==> src/rtl/alu_seq_unit_if.sv <==
// Request/result handshake bundle between a requester and the sequential ALU unit.
interface alu_seq_unit_if #(parameter int WIDTH = 8);
  logic             req_valid;
  logic             req_ready;
  logic [WIDTH-1:0] opA;
  logic [WIDTH-1:0] opB;
  logic [2:0]       opcode;
  logic             res_valid;
  logic             res_ready;
  logic [WIDTH-1:0] result;
  logic [WIDTH-1:0] result_hi;
  logic             carry;
  logic             zero;

  modport master (
    output req_valid, opA, opB, opcode, res_ready,
    input  req_ready, res_valid, result, result_hi, carry, zero
  );

  modport slave (
    input  req_valid, opA, opB, opcode, res_ready,
    output req_ready, res_valid, result, result_hi, carry, zero
  );
endinterface

==> src/rtl/alu_seq_unit.sv <==
// Sequential ALU: single-cycle logic/arithmetic/shift ops and an 8-step shift-add multiply,
// with valid/ready handshakes on both the request and result sides.
module alu_seq_unit #(parameter int WIDTH = 8) (
  input logic          clk,
  input logic          rst,
  alu_seq_unit_if.slave bus
);

  localparam logic [1:0] IDLE     = 2'd0;
  localparam logic [1:0] MUL_BUSY = 2'd1;
  localparam logic [1:0] DONE     = 2'd2;

  localparam logic [2:0] OP_AND = 3'b000;
  localparam logic [2:0] OP_OR  = 3'b001;
  localparam logic [2:0] OP_XOR = 3'b010;
  localparam logic [2:0] OP_ADD = 3'b011;
  localparam logic [2:0] OP_SUB = 3'b100;
  localparam logic [2:0] OP_MUL = 3'b101;
  localparam logic [2:0] OP_SHL = 3'b110;
  localparam logic [2:0] OP_SHR = 3'b111;

  logic [1:0]         state;
  logic [2*WIDTH-1:0] acc;
  logic [WIDTH-1:0]   mcand;
  logic [WIDTH-1:0]   mplier;
  logic [2:0]         count;

  logic [WIDTH-1:0]   result_q;
  logic [WIDTH-1:0]   result_hi_q;
  logic               carry_q;
  logic               zero_q;

  logic [WIDTH:0]     alu_wide;
  logic [WIDTH:0]     shr_wide;
  logic [WIDTH:0]     mul_sum;
  logic [2*WIDTH-1:0] acc_next;

  // alu_wide packs {carry, result}; SHR shifts a guard bit in below the LSB to catch the last bit out
  always_comb begin
    alu_wide = '0;
    shr_wide = {bus.opA, 1'b0} >> bus.opB[2:0];
    case (bus.opcode)
      OP_AND:  alu_wide = {1'b0, bus.opA & bus.opB};
      OP_OR:   alu_wide = {1'b0, bus.opA | bus.opB};
      OP_XOR:  alu_wide = {1'b0, bus.opA ^ bus.opB};
      OP_ADD:  alu_wide = {1'b0, bus.opA} + {1'b0, bus.opB};
      OP_SUB:  alu_wide = {1'b0, bus.opA} - {1'b0, bus.opB};
      OP_SHL:  alu_wide = {1'b0, bus.opA} << bus.opB[2:0];
      OP_SHR:  alu_wide = {shr_wide[0], shr_wide[WIDTH:1]};
      default: alu_wide = '0;
    endcase
  end

  // One shift-add step: add multiplicand into the upper half, then shift the whole accumulator right
  always_comb begin
    mul_sum  = {1'b0, acc[2*WIDTH-1:WIDTH]} + (mplier[0] ? {1'b0, mcand} : '0);
    acc_next = {mul_sum, acc[WIDTH-1:1]};
  end

  always_ff @(posedge clk or posedge rst) begin
    if (rst) begin
      state       <= IDLE;
      acc         <= '0;
      mcand       <= '0;
      mplier      <= '0;
      count       <= '0;
      result_q    <= '0;
      result_hi_q <= '0;
      carry_q     <= 1'b0;
      zero_q      <= 1'b0;
    end else begin
      case (state)
        IDLE: begin
          if (bus.req_valid) begin
            if (bus.opcode == OP_MUL) begin
              acc    <= '0;
              mcand  <= bus.opA;
              mplier <= bus.opB;
              count  <= '0;
              state  <= MUL_BUSY;
            end else begin
              result_q    <= alu_wide[WIDTH-1:0];
              result_hi_q <= '0;
              carry_q     <= alu_wide[WIDTH];
              zero_q      <= (alu_wide[WIDTH-1:0] == '0);
              state       <= DONE;
            end
          end
        end
        MUL_BUSY: begin
          acc    <= acc_next;
          mplier <= mplier >> 1;
          count  <= count + 3'd1;
          if (count == 3'd7) begin
            result_q    <= acc_next[WIDTH-1:0];
            result_hi_q <= acc_next[2*WIDTH-1:WIDTH];
            carry_q     <= 1'b0;
            zero_q      <= (acc_next == '0);
            state       <= DONE;
          end
        end
        DONE: begin
          if (bus.res_ready) state <= IDLE;
        end
        default: state <= IDLE;
      endcase
    end
  end

  assign bus.req_ready = (state == IDLE);
  assign bus.res_valid = (state == DONE);
  assign bus.result    = result_q;
  assign bus.result_hi = result_hi_q;
  assign bus.carry     = carry_q;
  assign bus.zero      = zero_q;

endmodule
==> src/flat_wrapper.sv <==
// flat-port wrapper written by rule: the top's interface ports become plain ports
module alu_seq_unit_flat 
#(parameter int WIDTH = 8)
  (clk, rst, bus_req_valid, bus_opA, bus_opB, bus_opcode, bus_res_ready, bus_req_ready, bus_res_valid, bus_result, bus_result_hi, bus_carry, bus_zero);
  alu_seq_unit_if #(.WIDTH(WIDTH)) bus_i ();
  input logic clk;
  input logic rst;
  input wire logic [$bits(bus_i.req_valid)-1:0] bus_req_valid;
  input wire logic [$bits(bus_i.opA)-1:0] bus_opA;
  input wire logic [$bits(bus_i.opB)-1:0] bus_opB;
  input wire logic [$bits(bus_i.opcode)-1:0] bus_opcode;
  input wire logic [$bits(bus_i.res_ready)-1:0] bus_res_ready;
  output wire logic [$bits(bus_i.req_ready)-1:0] bus_req_ready;
  output wire logic [$bits(bus_i.res_valid)-1:0] bus_res_valid;
  output wire logic [$bits(bus_i.result)-1:0] bus_result;
  output wire logic [$bits(bus_i.result_hi)-1:0] bus_result_hi;
  output wire logic [$bits(bus_i.carry)-1:0] bus_carry;
  output wire logic [$bits(bus_i.zero)-1:0] bus_zero;
  assign bus_i.req_valid = bus_req_valid;
  assign bus_i.opA = bus_opA;
  assign bus_i.opB = bus_opB;
  assign bus_i.opcode = bus_opcode;
  assign bus_i.res_ready = bus_res_ready;
  assign bus_req_ready = bus_i.req_ready;
  assign bus_res_valid = bus_i.res_valid;
  assign bus_result = bus_i.result;
  assign bus_result_hi = bus_i.result_hi;
  assign bus_carry = bus_i.carry;
  assign bus_zero = bus_i.zero;
  alu_seq_unit #(.WIDTH(WIDTH)) u_core (.clk(clk), .rst(rst), .bus(bus_i));
endmodule
==> config.mk <==
export PLATFORM = sky130hd
export DESIGN_NAME = alu_seq_unit_flat
export DESIGN_NICKNAME = d
export VERILOG_FILES = /design/src/rtl/alu_seq_unit_if.sv /design/src/rtl/alu_seq_unit.sv /design/src/flat_wrapper.sv
export SDC_FILE = /design/constraint.sdc
export NUM_CORES = 1
export LEC_CHECK = 0
export CAP_MARGIN = 30
export CORE_UTILIZATION = 45
export CTS_BUF_LIST = sky130_fd_sc_hd__clkbuf_4 sky130_fd_sc_hd__clkbuf_8
export DETAILED_ROUTE_END_ITERATION = 12
export PLACE_DENSITY = 0.72
export REMOVE_ABC_BUFFERS = 1
export SLEW_MARGIN = 30
export SYNTH_ARGS = -nofsm -noshare
export SYNTH_HDL_FRONTEND = slang
export SYNTH_SLANG_ARGS = --single-unit
==> constraint.sdc <==
create_clock -name clk -period 6.01 [get_ports clk]
set_input_delay 0.9015 -clock clk [delete_from_list [all_inputs] [get_ports clk]]
set_output_delay 0.9015 -clock clk [all_outputs]
set_load 0.01 [all_outputs]
Yosys cells after proc, flatten, opt, wreduce, memory -nomap -nowiden:

Cells that the tools add are included.

* bits in registers: 55
* input bits: 23

* add/subtract/negate cells: 4
* eq/ne operators: 15
* shift-type cells: 2
* multiplexer cells: 32
* bitwise logic cells: 3
* reduce and logical (&&, ||, !) cells: 9

Operator list (number)
* 8-bit 2-to-1 mux: 9
* 9-bit case mux with 7 select lines: 1
* 8-bit case mux with 2 select lines: 3
* 16-bit 2-to-1 mux: 2
* 16-bit case mux with 2 select lines: 1
* 16-bit zero test: 1
* 3-bit equality test (second input constant): 5
* 8-bit by 8-bit adder with 9-bit output: 1
* 8-bit by 9-bit adder with 9-bit output: 1
* 3-bit AND reduction: 3
* 8-bit by 3-bit << shifter with 9-bit output: 1
* 9-bit by 3-bit >> shifter with 9-bit output: 1
* 8-bit by 8-bit subtractor with 9-bit output: 1
* 8-bit AND: 1
* 8-bit zero test: 1
* 2-bit 2-to-1 mux: 4
* 8-bit OR: 1
* 8-bit XOR: 1
* 3-bit by 2-bit equality test with 1-bit output (second input constant): 2
* 1-bit 2-to-1 mux: 6
* 3-bit 2-to-1 mux: 2
* 2-bit != test (second input constant): 3
* 2-bit case mux with 3 select lines: 1
* 3-bit case mux with 2 select lines: 1
* other kinds (10): 12

Logic depth before layout (Yosys ltp):

* depth after elaboration: 6
* gate-level depth with buffers: 16
* depth with buffers taken out: 13

Least setup slack after synthesis:

No wires, ideal clock.

* path type: input -> register
* start: input port bus_opB[1]
* end: register u_core.zero_q, in the netlist u_core.bus.zero
* setup time: 0.066 ns
* data arrival time: 3.800 ns
* path slack: 2.144 ns
* stages: 15
* buffers on the path: 3
* cells stage by stage: buf_6 -> buf_6 -> buf_2 -> inv_1 -> ha_1 -> mux2_2 -> fa_1 -> nor2b_1 -> o31ai_1 -> a21oi_1 -> xor2_1 -> a211o_1 -> a2111o_1 -> nor4_2 -> o22a_1

* word-level cells in the longest chain between the ends: 6
* elaborated cells between the ends (all ways): 12

RTL lines
* from (decl): RTL line flat_wrapper.sv:10 `input wire logic [$bits(bus_i.opB)-1:0] bus_opB;`
* 8-bit by 8-bit subtractor with 9-bit output, or another cell as far along: RTL line alu_seq_unit.sv:47 `OP_SUB: alu_wide = {1'b0, bus.opA} - {1'b0, bus.opB};`
* 9-bit case mux with 7 select lines (*): RTL line alu_seq_unit.sv:42 `case (bus.opcode)`
* 8-bit zero test (*): RTL line alu_seq_unit.sv:85 `zero_q <= (alu_wide[WIDTH-1:0] == '0);`
* 1-bit 2-to-1 mux (*): RTL line alu_seq_unit.sv:75 `if (bus.opcode == OP_MUL) begin`
* 1-bit 2-to-1 mux (*): RTL line alu_seq_unit.sv:74 `if (bus.req_valid) begin`
* 1-bit case mux with 2 select lines (*): RTL line alu_seq_unit.sv:72 `case (state)`
* to (signal assigned): RTL line alu_seq_unit.sv:85
* to (signal assigned): RTL line alu_seq_unit.sv:98 `zero_q <= (acc_next == '0);`
* to (decl): RTL line alu_seq_unit.sv:31 `logic zero_q;`

Mark *: on every way between the ends. The rest lies on a longest branch, timed or not. The select of a mux whose other input is x is not followed.
A chain may end at the register's enable or synchronous reset.

Worst setup path in the final report:

* start: input port bus_opB[0]
* end: register u_core.zero_q, in the netlist u_core.bus.zero

Same word-level chain as after synthesis.

==> flow_metrics.tcl <==
set metrics [dict create \
    numPortBuffers 42 \
    post_cts_resize_count 0 \
    synth.ff_latch_count 54 \
    htree_num_levels 2 \
    critPathLaunchType "input port" \
    drv_slew 0 \
    final_hold_viol_count 0 \
    critical_path.slowest_cell "sky130_fd_sc_hd__or4_1" \
    total_number_of_vias 3783 \
    commonest_cells_in_the_synthesized_netlist "59 x sky130_fd_sc_hd__nand2_1, 57 x sky130_fd_sc_hd__nor2_1, 54 x sky130_fd_sc_hd__dfrtp_1" \
    number_of_violations_of_the_max_capacitance_limit 0 \
    synth_xor_xnor_area_share_pct 3.36 \
    grt_first_pass_wirelength_mm 18.5 \
    end_kind "flip-flop" \
    p_int_mw 0.904 \
    number_of_warnings_issued_by_yosys 0 \
    grt_max_degree 55 \
    worst-endpoint-arrival_ns 4.54 \
    violations_in_the_final_reports "DRC" \
    finish.instance_area_um2 4770 \
    combinational_family_with_the_most_area_after_synthesis "compound AO/OA/AOI/OAI gates" \
    synth_area_per_cell_um2 8.48 \
    hold_path.startpoint "u_core.count[0]" \
    worst_ep_required_time_ns 6.26 \
    status "finished with violations" \
    syn-cell-area_um2 4170 \
    critical_path.reg2reg.startpoint "u_core.mplier[0]" \
    swShare_pct 37.9 \
    tightest_slew_ns 0.820 \
    grt_setup_unrepaired "false" \
    timing.max_slew.rel_slack_pct 45.4 \
    ioPinCount 43 \
    detailed_place.area_um2 4650 \
    iter_0_drt_violations 242 \
    rows 34 \
    fin_total_pwr_mw 1.46 \
    tritoncts "yes" \
    synthAdderAreaFrac_pct 11.8 \
    final_setup_violation_count 0 \
    finalSetupTns_ns 0 \
    crit_type "input port to flip-flop" \
    clock_path_buffers 2 \
    critical_path_buf_inv_count 3 \
    post_synth_and_or_nand_nor_area_fraction_pct 19.5 \
    dieHeight_um 98.3 \
    ys_async_sr_fraction_pct 100 \
    num_antenna_cells 0 \
    final_worst_path_setup_slack_ns 1.72 \
    totalWireLength_mm 11.2 \
    hold_path_class "flip-flop to flip-flop" \
    synth.mux.area_fraction_pct 6.00 \
    power_density_over_cell_area_nw_per_um2 305 \
    power.ir.vdd_worst_mv 0.131 \
    p_clk_share_pct 17.5 \
    synth.most_common_cell "sky130_fd_sc_hd__nand2_1" \
    total_leakage_power_nw 2.20 \
    track_usage_pct 24.0 \
    seq_area_frac_synth_pct 32.4 \
    root_buffer "sky130_fd_sc_hd__clkbuf_8" \
    combPwrFrac_pct 42.7 \
    syn_inst 492 \
    largest_cells_by_area_after_synthesis "sky130_fd_sc_hd__dfrtp_1 32%, sky130_fd_sc_hd__ha_1 11%, sky130_fd_sc_hd__nand2_1 5.3%, sky130_fd_sc_hd__nor2_1 5.1%, sky130_fd_sc_hd__o21ai_0 5.0%" \
    ys_dominant_reg_cell "sky130_fd_sc_hd__dfrtp_1" \
    post-dp-hpwl_mm 8.55 \
    fin_util_pct 53.9 \
    dp_slack_ns 1.43 \
    finalWeightedCongestion 1.04 \
    synthToLayoutAreaGrowth_pct 14.2 \
    placeableCoreArea_um2 8850 \
    path_clk_slew_ns 0.11 \
    synth_cell_types 54 \
    max_stage_delay_ns 0.53 \
    netSwitchingPower_mw 0.552 \
    ordered_list_of_cells_on_the_worst_path "clkdlybuf4s50_1 > buf_4 > inv_1 > ha_1 > mux2_2 > fa_1 > xor2_1 > o22ai_1 > a31oi_1 > o2111ai_1 > or4_1 > nor4_2 > o22a_1" \
    post_cts.repair.setup_buffers 0 \
    synth-edff-count 0 \
    min_period_ns 4.29 \
    synth_compound_gate_area_share_pct 21.8 \
    yosys.area.top_type "sky130_fd_sc_hd__dfrtp_1" \
    design.die.area_um2 9660 \
    period_utilization_post_route_pct 71.4 \
    route.antenna.remaining_nets 0 \
    critPathTopFamily "buffers and inverters" \
    post_drt_wl_per_cell_um 17.7 \
    seq_power_share_pct 39.8 \
    drc 3 \
    critical_path.startpoint "bus_opB[0]" \
    maxClockFrequency_ghz 0.233 \
    nNetsFinal 582 \
    initial_antenna_violation_count 0 \
    post_route_cells_drive_above_1_share_pct 5.94 \
    first_global_vias 3623 \
    clock-sinks 54 \
    synth_top_area_share_pct 32.4 \
    cts_hold_buf 0 \
    fin_skew_ns 0.00714 \
    via_per_inst 6.00 \
    floorplan.initialDensity_pct 47.2 \
    register_to_register_setup_slack_ns 2.92 \
    tritoncts.num_buffers 5 \
    detail_route.first_pass.iterations 11 \
    crit_fanout 25 \
    die_width_um 98.3 \
    clk_latency_ns 0.31 \
    grt-ovfl-total 0 \
]
==> kinds of logic (layout without fill, tap and decap cells) <==
group                    after synthesis  count (layout)
AO/OA/AOI/OAI                        142             142
XOR/XNOR                              16              16
adder cells (fa/ha/maj)               38              38
buffers and inverters                 48              78
flip-flops                            54              54
multiplexers                          17              17
AND/OR/NAND/NOR                      177             177
==> per-layer routing <==
metal | vias up | global-route usage [%] | wire length, µm
li1 | 1817 | - | -
met1 | 1822 | 32.7 | 5060
met2 | 125 | 40.0 | 5300
met3 | 19 | 2.93 | 554
met4 | 0 | 7.12 | 252
met5 | - | 0 | 0
==> flip-flops by register name, summed over array words and instances, names as in the netlist <==
signal,count
u_core.mplier,8
u_core.count,3
u_core.bus.result_hi,8
u_core.mcand,8
u_core.bus.zero,1
u_core.state,2
u_core.bus.carry,1
u_core.acc,15
u_core.bus.result,8
==> power by group through the flow <==
stage | combinational (mW) | clock, mW | sequential [mW]
after global placement | 0.603 | 0 | 0.583
after global routing | 0.689 | 0.273 | 0.598
after CTS | 0.624 | 0.260 | 0.580
final | 0.622 | 0.255 | 0.580
after floorplan | 0.375 | 0 | 0.576
after detailed placement | 0.620 | 0 | 0.586
==> layout by cell type, fill, tap and decap left out, drive strengths merged, types with 8 or more instances in the layout <==
| cell | instances |
|---|---|
| a221oi | 8 |
| nand2 | 59 |
| nor2b | 8 |
| a22o | 12 |
| and2 | 10 |
| o21ai | 45 |
| ha | 36 |
| a21oi | 35 |
| buf | 8 |
| nand2b | 10 |
| nor3 | 9 |
| dfrtp | 54 |
| inv | 21 |
| nor2 | 57 |
| clkdlybuf4s50 | 42 |
| nand3 | 8 |
| xnor2 | 9 |
==> final cells by class <==
| class | count | area [µm²] |
|---|---|---|
| Timing Repair Buffer | 50 | 480 |
| Multi-Input combinational cell | 390 | 2610 |
| Sequential cell | 54 | 1350 |
| Clock buffer | 5 | 68.8 |
| Clock inverter | 3 | 48.8 |
| Inverter | 20 | 77.6 |
| Fill cell | 834 | 4080 |
| Tap cell | 108 | 135 |
==> worst reg2reg max path, cell delays in order, from the launching register on <==
cell and delay (ns):
sky130_fd_sc_hd__dfrtp_1 0.46, sky130_fd_sc_hd__and2_1 0.17, sky130_fd_sc_hd__ha_1 0.23, sky130_fd_sc_hd__fa_1 0.44, sky130_fd_sc_hd__nand3_1 0.09, sky130_fd_sc_hd__nand2_1 0.08, sky130_fd_sc_hd__a21o_1 0.18, sky130_fd_sc_hd__a21o_1 0.19
sky130_fd_sc_hd__a211oi_1 0.27, sky130_fd_sc_hd__nor2_1 0.12, sky130_fd_sc_hd__o41ai_1 0.62, sky130_fd_sc_hd__o22a_1 0.20
==> path summary, 6_finish.rpt <==
check,endpoint,cells past startpoint
max,u_core.bus.zero,13
min,u_core.count[0],1
max reg2reg,u_core.bus.zero,11
min reg2reg,u_core.count[0],1
max in group asynchronous,u_core.acc[3],2
min in group asynchronous,u_core.acc[14],2
==> per-stage QoR <==
stage	hold WS (ns)	cells
2_1_floorplan	0.442	464
3_5_place_dp	0.468	622
5_1_grt	0.511	630
3_3_place_gp	0.457	622
4_1_cts	0.486	630
6_report	0.483	630
No activity file was read; power rests on OpenSTA's default activity.
